--- src/rtl/semaforo_ctrl.sv ---
// semaforo_ctrl -- phase sequencer for a turn light (A) and a pedestrian
// light (B), each a semaforo2-style light driven over en/set/change.
//
// Cycle: START (lights load their initial colour from set) -> A_GO -> A_CLR
// -> B_GO -> B_CLR -> A_GO ... A pending pedestrian request shortens A_GO
// to T_MIN_A cycles. The {green,red} feedback of both lights is compared
// with the colour each phase expects, and any disagreement latches FAULT.
// Only reset leaves FAULT.
//
// Handshake: there is no valid/ready pair here. change_a/change_b are
// single-cycle toggle strobes that the lights act on at the next clklf
// edge. en is a level that is high in every running phase.
//
// Ports
//   clklf     in   clock
//   reset     in   synchronous, active-high reset
//   run       in   1 = operate, 0 = shut the lights off
//   ped_req   in   pedestrian request (any-length pulse, latched)
//   green_a   in   light A green feedback
//   red_a     in   light A red feedback
//   green_b   in   light B green feedback
//   red_b     in   light B red feedback
//   en        out  enable to both lights
//   set_a     out  A initial colour select (0 = start green)
//   set_b     out  B initial colour select (1 = start red)
//   change_a  out  one-cycle toggle strobe to light A
//   change_b  out  one-cycle toggle strobe to light B
//   phase     out  current state code (also serves as the FSM debug view)
//   ped_pend  out  latched pedestrian request
//   fault     out  sticky feedback-mismatch flag
module semaforo_ctrl #(
  parameter int CNT_W     = 8,
  parameter int T_GREEN_A = 20,
  parameter int T_MIN_A   = 8,
  parameter int T_GREEN_B = 10,
  parameter int T_CLEAR   = 4,
  parameter int T_START   = 2
) (
  input  logic       clklf,
  input  logic       reset,
  input  logic       run,
  input  logic       ped_req,
  input  logic       green_a,
  input  logic       red_a,
  input  logic       green_b,
  input  logic       red_b,
  output logic       en,
  output logic       set_a,
  output logic       set_b,
  output logic       change_a,
  output logic       change_b,
  output logic [2:0] phase,
  output logic       ped_pend,
  output logic       fault
);

  typedef enum logic [2:0] {
    S_OFF   = 3'd0,
    S_START = 3'd1,
    S_A_GO  = 3'd2,
    S_A_CLR = 3'd3,
    S_B_GO  = 3'd4,
    S_B_CLR = 3'd5,
    S_FAULT = 3'd7
  } state_t;

  // Last elapsed value of each timed phase (elapsed counts from 0).
  localparam logic [CNT_W-1:0] LAST_START   = CNT_W'(T_START - 1);
  localparam logic [CNT_W-1:0] LAST_GREEN_A = CNT_W'(T_GREEN_A - 1);
  localparam logic [CNT_W-1:0] LAST_MIN_A   = CNT_W'(T_MIN_A - 1);
  localparam logic [CNT_W-1:0] LAST_GREEN_B = CNT_W'(T_GREEN_B - 1);
  localparam logic [CNT_W-1:0] LAST_CLEAR   = CNT_W'(T_CLEAR - 1);
  // Feedback is ignored for the first cycles of a phase: the lights take
  // two cycles to show a change, plus one cycle of margin.
  localparam logic [CNT_W-1:0] SETTLE       = CNT_W'(3);
  localparam logic [CNT_W-1:0] ONE          = CNT_W'(1);

  // Feedback encodings {green, red}.
  localparam logic [1:0] FB_GREEN = 2'b10;
  localparam logic [1:0] FB_RED   = 2'b01;

  state_t           state_q, state_d;
  logic [CNT_W-1:0] elapsed_q, elapsed_d;
  logic             en_q, en_d;
  logic             change_a_q, change_a_d;
  logic             change_b_q, change_b_d;
  logic             ped_pend_q, ped_pend_d;
  logic             fault_q, fault_d;

  logic             running;   // START..B_CLR
  logic             checked;   // A_GO..B_CLR, past the settle window
  logic [1:0]       exp_a, exp_b;
  logic             mismatch;
  logic             a_go_done;

  always_ff @(posedge clklf) begin
    if (reset) begin
      state_q    <= S_OFF;
      elapsed_q  <= '0;
      en_q       <= 1'b0;
      change_a_q <= 1'b0;
      change_b_q <= 1'b0;
      ped_pend_q <= 1'b0;
      fault_q    <= 1'b0;
    end else begin
      state_q    <= state_d;
      elapsed_q  <= elapsed_d;
      en_q       <= en_d;
      change_a_q <= change_a_d;
      change_b_q <= change_b_d;
      ped_pend_q <= ped_pend_d;
      fault_q    <= fault_d;
    end
  end

  always_comb begin
    state_d    = state_q;
    elapsed_d  = '0;
    en_d       = 1'b0;
    change_a_d = 1'b0;
    change_b_d = 1'b0;
    ped_pend_d = ped_pend_q;
    fault_d    = fault_q;
    exp_a      = FB_RED;
    exp_b      = FB_RED;

    running = (state_q == S_START) || (state_q == S_A_GO) ||
              (state_q == S_A_CLR) || (state_q == S_B_GO) ||
              (state_q == S_B_CLR);
    checked = running && (state_q != S_START) && (elapsed_q >= SETTLE);

    if (state_q == S_A_GO) exp_a = FB_GREEN;
    if (state_q == S_B_GO) exp_b = FB_GREEN;
    // 11 and 00 both differ from either legal encoding, so they are caught.
    mismatch = checked && (({green_a, red_a} != exp_a) ||
                           ({green_b, red_b} != exp_b));

    // Nominal end of green, or an early end once a request is pending and
    // the minimum green has been served. Both cases take the same exit.
    a_go_done = (elapsed_q == LAST_GREEN_A) ||
                (ped_pend_q && (elapsed_q >= LAST_MIN_A));

    if (mismatch) begin
      state_d = S_FAULT;
    end else if (running && !run) begin
      state_d = S_OFF;
    end else begin
      case (state_q)
        S_OFF:   if (run) state_d = S_START;
        S_START: if (elapsed_q == LAST_START) state_d = S_A_GO;
        S_A_GO:  if (a_go_done) state_d = S_A_CLR;
        S_A_CLR: if (elapsed_q == LAST_CLEAR) state_d = S_B_GO;
        S_B_GO:  if (elapsed_q == LAST_GREEN_B) state_d = S_B_CLR;
        S_B_CLR: if (elapsed_q == LAST_CLEAR) state_d = S_A_GO;
        S_FAULT: state_d = S_FAULT;
        default: state_d = S_OFF;
      endcase
    end

    // elapsed restarts at every entry and only advances in timed phases.
    if ((state_d == state_q) && running) elapsed_d = elapsed_q + ONE;

    en_d = (state_d == S_START) || (state_d == S_A_GO) ||
           (state_d == S_A_CLR) || (state_d == S_B_GO) ||
           (state_d == S_B_CLR);

    // Toggle strobes accompany only the phase-to-phase transitions; the
    // START -> A_GO step needs none because the lights loaded from set.
    change_a_d = ((state_q == S_A_GO)  && (state_d == S_A_CLR)) ||
                 ((state_q == S_B_CLR) && (state_d == S_A_GO));
    change_b_d = ((state_q == S_A_CLR) && (state_d == S_B_GO)) ||
                 ((state_q == S_B_GO)  && (state_d == S_B_CLR));

    // Entry into walk serves the request; requests during walk are dropped.
    if ((state_d == S_B_GO) && (state_q != S_B_GO)) begin
      ped_pend_d = 1'b0;
    end else if (ped_req && (state_q != S_B_GO) && (state_q != S_FAULT)) begin
      ped_pend_d = 1'b1;
    end

    if (state_d == S_FAULT) fault_d = 1'b1;
  end

  assign en       = en_q;
  assign set_a    = 1'b0;
  assign set_b    = 1'b1;
  assign change_a = change_a_q;
  assign change_b = change_b_q;
  assign phase    = state_q;
  assign ped_pend = ped_pend_q;
  assign fault    = fault_q;

endmodule

--- config.mk ---
export PLATFORM = sky130hd
export DESIGN_NAME = semaforo_ctrl
export DESIGN_NICKNAME = d
export VERILOG_FILES = /design/src/rtl/semaforo_ctrl.sv
export SDC_FILE = /design/constraint.sdc
export NUM_CORES = 1
export LEC_CHECK = 0
export CAP_MARGIN = 15
export CORE_ASPECT_RATIO = 0.7
export CORE_UTILIZATION = 30
export DETAILED_ROUTE_END_ITERATION = 7
export PLACE_DENSITY = 0.62
export SETUP_SLACK_MARGIN = 0.02
export SLEW_MARGIN = 20
export SYNTH_ARGS = -nofsm -noshare
export SYNTH_HDL_FRONTEND = slang
export SYNTH_SLANG_ARGS = --single-unit
--- constraint.sdc ---
create_clock -name clklf -period 2.1 [get_ports clklf]
set_input_delay 0.42 -clock clklf [delete_from_list [all_inputs] [get_ports clklf]]
set_output_delay 0.42 -clock clklf [all_outputs]
set_load 0.1 [all_outputs]
---- Word level (Yosys, flattened, before mapping) ----
Cells that the tools add are included.
word-level totals
  input port bits ......................... 8
  register bits ........................... 16
  output and inout port bits .............. 10
  logic and storage cells ................. 73
operators by class
  eq/ne operators ......................... 22
  bitwise gates (word level) .............. 1
  add/subtract/negate cells ............... 1
  reduce and logical (&&, ||, !) cells .... 29
  magnitude comparators ................... 2
  mux-type cells .......................... 11
operators with widths
  operator                                                           number
  two-way mux 3 bit                                                  8
  case mux 3 bit (7 select lines)                                    1
  equality test 3 bit, second input constant                         6
  logical AND 1 bit                                                  13
  equality test 3 x 2 -> 1 bit, second input constant                4
  logical OR 1 bit                                                   12
  adder 8 x 1 -> 8 bit, second input constant                        1
  equality test 8 x 1 -> 1 bit, second input constant                1
  equality test 8 x 2 -> 1 bit, second input constant                1
  equality test 8 x 4 -> 1 bit, second input constant                1
  equality test 8 x 5 -> 1 bit, second input constant                1
  greater-or-equal comparator 8 x 2 -> 1 bit, second input constant  1
  greater-or-equal comparator 8 x 3 -> 1 bit, second input constant  1
  equality test 3 x 1 -> 1 bit, second input constant                2
  != test 3 bit, second input constant                               2
  two-way mux 2 bit                                                  2
  != test 2 bit                                                      2
  OR reduction 2 bit                                                 2
  equality test 3 bit                                                1
  zero test 3 bit                                                    1
  != test 3 x 1 -> 1 bit, second input constant                      1
  zero test 1 bit                                                    1
  NOT 1 bit                                                          1

---- Logic depth before layout (Yosys ltp) ----
  depth in word-level cells ............... 14
  mapped depth ............................ 8
  mapped depth without buffers ............ 8

---- Worst setup path before layout ----
OpenSTA, ideal clock, no wires.
  path type ............................... register to register
  start point ............................. register state_q[1], in the netlist phase[1]
  end point ............................... register elapsed_q[2]
  buffers on the path ..................... 0
  setup time .............................. 92 ps
  slack ................................... -615 ps
  stages on the path, launching flop included .. 7
  clock period less this slack ............ 2,715 ps
  required time ........................... 2,008 ps
  arrival time ............................ 2,622 ps
  path through ............................ dfxtp_1 > nor3b_4 > nand4_1 > a2111o_1 > a41oi_4 > xor2_4 > nor4_1
on the way
  cells in the longest elaborated chain, start to end .. 13
  elaborated cells between the ends (all ways) .. 34
  classes of those cells .................. 10 x eq/ne; 11 x mux; 1 x bitwise; 12 x reduce/logical
RTL lines
  item                                                                          line           RTL
  start: declaration                                                            82             state_t state_q, state_d;
  start signal: assignment                                                      106            state_q <= state_d;
  equality test 3 x 1 -> 1 bit or equality test 3 x 2 -> 1 bit (tied branches)  127, 148, 132
  logical OR 1 bit (2 in a row)                                                 127            running = (state_q == S_START) || (state_q == S_A_GO) ||
  logical OR 1 bit (2 in a row)                                                 128            (state_q == S_A_CLR) || (state_q == S_B_GO) ||
  logical AND 1 bit (2 in a row)                                                130            checked = running && (state_q != S_START) && (elapsed_q >= SETTLE);
  logical AND 1 bit                                                             135            mismatch = checked && (({green_a, red_a} != exp_a) ||
  two-way mux 3 bit                                                             143            if (mismatch) begin
  equality test 3 bit                                                           161            if ((state_d == state_q) && running) elapsed_d = elapsed_q + ONE;
  logical AND 1 bit *                                                           161
  NOT 1 bit (no source line) *                                                  -
  OR reduction 2 bit (no source line) *                                         -
  end signal: assignment                                                        107            elapsed_q <= elapsed_d;
  end: declaration                                                              83             logic [CNT_W-1:0] elapsed_q, elapsed_d;
Mark *: on every way between the ends. The rest lies on a longest branch, timed or not.
A chain may end at the register's enable or synchronous reset.

---- Worst setup path in the final report ----
  start point ............................. register elapsed_q[6]
  end point ............................... register elapsed_q[6]
on the way
  cells in the longest elaborated chain, start to end .. 11
  elaborated cells between the ends (all ways) .. 23
  classes of those cells .................. 1 x add/sub; 2 x order compare; 5 x eq/ne; 8 x mux; 1 x bitwise; 6 x reduce/logical
RTL lines
  item                                        line  RTL
  greater-or-equal comparator 8 x 3 -> 1 bit  141   (ped_pend_q && (elapsed_q >= LAST_MIN_A));
  logical AND 1 bit                           141
  logical OR 1 bit                            140   a_go_done = (elapsed_q == LAST_GREEN_A) ||
  two-way mux 3 bit                           151   S_A_GO: if (a_go_done) state_d = S_A_CLR;
  case mux 3 bit (7 select lines)             148   case (state_q)
  two-way mux 3 bit                           145   end else if (running && !run) begin
  two-way mux 3 bit                           143
  equality test 3 bit                         161
  logical AND 1 bit                           161
  NOT 1 bit (no source line)                  -
  OR reduction 2 bit (no source line)         -
Parallel ways exist; a longest one is shown, timed or not.

==> summary.txt <==
CTS
  – Clock tree sinks: 16
  – Depth of the CTS H-tree: 1
  – Worst-path clk slew: 0.06 ns
  – Num CTS Buffers: 3
  – Hold_buf cts: 0
  – Max clock buf depth: 2
  – Clk Latency, worst-skew pair: 0.25 ns
  – CTS tree: built
  – Root Driver: clkbuf_8

Floorplan
  – Die ar.: 0.004097 mm^2
  – Total I/O pin count: 18
  – Die X: 76.08 um
  – Die Y: 53.86 um
  – Core Region: 0.003603 mm^2
  – Rows: 18
  – Initial Utilization: 0.3198

Power and ir drop
  – Leakage: 0.5995 nW
  – Clock Power Share: 0.311
  – Psw: 248.9 uW
  – Maximum vdd drop: 0.2245 mV
  – Seq pwr share: 0.411
  – Comb pwr share: 0.278
  – Sw frac: 0.3228
  – Power Density: 479.7 mW/mm^2
  – Internal power: 522.3 uW

Detailed routing
  – Routed WL: 3130 um
  – DR WL/cell: 14.98 um
  – # DRC: 0
  – Iter 0 DRT Violations: 59
  – Vias per cell: 5.321
  – ANT nets after route: 0
  – Total iterations of the first detailed-routing run: 4
  – Routed via count: 1112

Global routing
  – Initial antenna violation count: 0
  – Total GRT Usage: 0.1572
  – Largest net degree at the start of global routing: 15
  – Vias in the first global route: 1035
  – Gr ovfl total: 0
  – GRT met2 Usage: 0.2470
  – GR Util met1: 0.2137
  – Met3 Track Usage GR: 0.02373
  – Gr busiest metal: met2
  – Global-route wire length before repair: 4919 um

Logic synthesis
  – Syn Std Cell Area: 0.001152 mm^2
  – Synth Instances: 125
  – Register area share after synthesis: 0.2780
  – Synthesized Nets: 135
  – Main synth FF type: dfxtp_1
  – Post-synthesis cell type count: 52
  – Synthesis Warnings: 0
  – Post-synthesis async set-or-reset flop share: 0
  – Mean Syn Cell Area: 9.219 um^2
  – Seq cells post-synth: 16
  – Number of enable flip-flop cells after synthesis: 0

Finish
  – Area Overhead vs Synth: 39.52%
  – Commonest non-fill, non-tap cell in the layout: buf_4
  – Share of layout cells above drive strength 1: 0.4277
  – N_diodes: 0
  – Post-layout nets: 170
  – Filler instances: 354
  – Finished Cell Area: 0.001608 mm^2
  – Most frequent cells in the layout: 31 x buf_4, 10 x a21oi_1, 10 x dfxtp_1

Timing
  – Fin Clk Skew: 0.01002 ns
  – Final period utilization: 0.9641
  – Finish-stage setup viols: 0
  – Setup WS post-layout: 0.07538 ns
  – Max Slew Vio Count: 0
  – Max Fclk: 0.4939 GHz
  – Hold Violations, Final: 0
  – Crit path time final: 2.025 ns

Critical path
  – Critical path type: flip-flop to flip-flop
  – Setup crit end kind: flip-flop
  – CP cell instances: nor4_4 -> buf_4 -> and3_4 -> a21o_1 -> a2111oi_2 -> mux2i_1 -> buf_4 -> nor4_1
  – CP max-delay cell: dfxtp_1
  – Critical Path RT: 2.24 ns
  – Most frequent cell on the critical path: buf_4
  – Critical Path Source Type: flip-flop
  – Worst R2R Setup Slack: 0.08 ns
  – CP Data Arrival Time: 2.17 ns
  – Reg2reg start: elapsed_q[6]
  – Crit-path max FO: 8
  – Crit-path max cell delay: 0.43 ns
  – Crit path from: elapsed_q[6]

Place
  – Placer Congestion: 0.8857
  – Placed cell areas: 0.001428 mm^2
  – Dpl ws: -0.1764 ns
  – DPL Wire Length: 2251 um
  – # port buffers: 15

Hold path
  – Min-delay src: elapsed_q[0]
  – HP Class: flip-flop to flip-flop

Status
  – Status: finished clean

Job
  – Number of max-cap violations: 0
cell type report:
type	instances	area, um^2	share of cell area
Inverter	7	26.28	0.01634
Timing Repair Buffer	39	316.6	0.1969
Sequential cell	16	337.8	0.2101
Tap cell	50	62.56	0.03891
Clock buffer	4	45.04	0.02802
Multi-Input combinational cell	93	819.5	0.5097
registers in the layout, summed over array words and instances (netlist names):
name and flops:
en 1, ped_pend 1, change_a 1, fault 1, change_b 1, phase 3, elapsed_q 8
cell families (layout without fill, tap and decap cells):
kind of cell    after synthesis  after routing  synth area share
xor+xnor                      8              8           0.07709
buf+inv                      16             50           0.09119
mux                           2              2           0.01737
other cells                   2              2          0.006517
compound gates               34             34            0.2465
fa+ha+maj                     2              2           0.02171
flops                        16             16            0.2780
simple gates                 45             45            0.2617
power groups by stage:
stage	combinational, mW	clock, mW	sequential [mW]
after floorplan	0.101	0	0.365
after global placement	0.189	0	0.322
after detailed placement	0.193	0	0.322
after CTS	0.202	0.242	0.316
after global routing	0.227	0.256	0.318
final	0.215	0.240	0.317
layer usage:
metal | wire [um] | vias up
li1 | - | 536
met1 | 1511 | 541
met2 | 1432 | 31
met3 | 145 | 4
met4 | 42 | 0
met5 | 0 | -
worst max-delay path, delay by kind of cell (launching register included):
kind	cells	cell delay (ns)
compound gates	2	0.53
buf+inv	2	0.34
flops	1	0.43
mux	1	0.11
simple gates	3	0.52
path summary, 6_finish.rpt:
kind,endpoint,cells after the start
worst max-delay path,elapsed_q[6],8
worst min register to register,elapsed_q[0],1
worst max register to register,elapsed_q[6],8
worst min-delay path,elapsed_q[0],1
Yosys cell counts, types with 3 or more instances:
cell	count	share of area
a31oi_1	5	0.027
a21oi_1	10	0.043
nand2_1	3	0.0098
and3_1	3	0.016
o21ai_0	3	0.013
dfxtp_1	16	0.28
nor2_1	5	0.016
nand3_1	6	0.026
xor2_1	5	0.038
nor4_1	9	0.049
inv_1	6	0.020
metrics by stage:
step	util	cells	total power [mW]	hold slack, ns	setup TNS, ns
6_report	0.4462	209	0.7712	0.4607	0
2_1_floorplan	-	125	0.4654	0.4496	-0.3245
3_5_place_dp	0.3962	201	0.5154	0.4790	-1.652
5_1_grt	0.4462	209	0.8014	0.4784	-0.1067
3_3_place_gp	0.3962	201	0.5111	0.4500	-1.020
4_1_cts	0.4226	208	0.7601	0.4605	0
repair_timing:
action / in CTS / in global routing
endpoints found under the setup margin: 8 / 13
setup buffers: 3 / 1
hold endpoints to repair: 0 / 0
pin swaps: 4 / 3
gates resized for setup: 8 / 16
(Power assumes the default switching activity.)
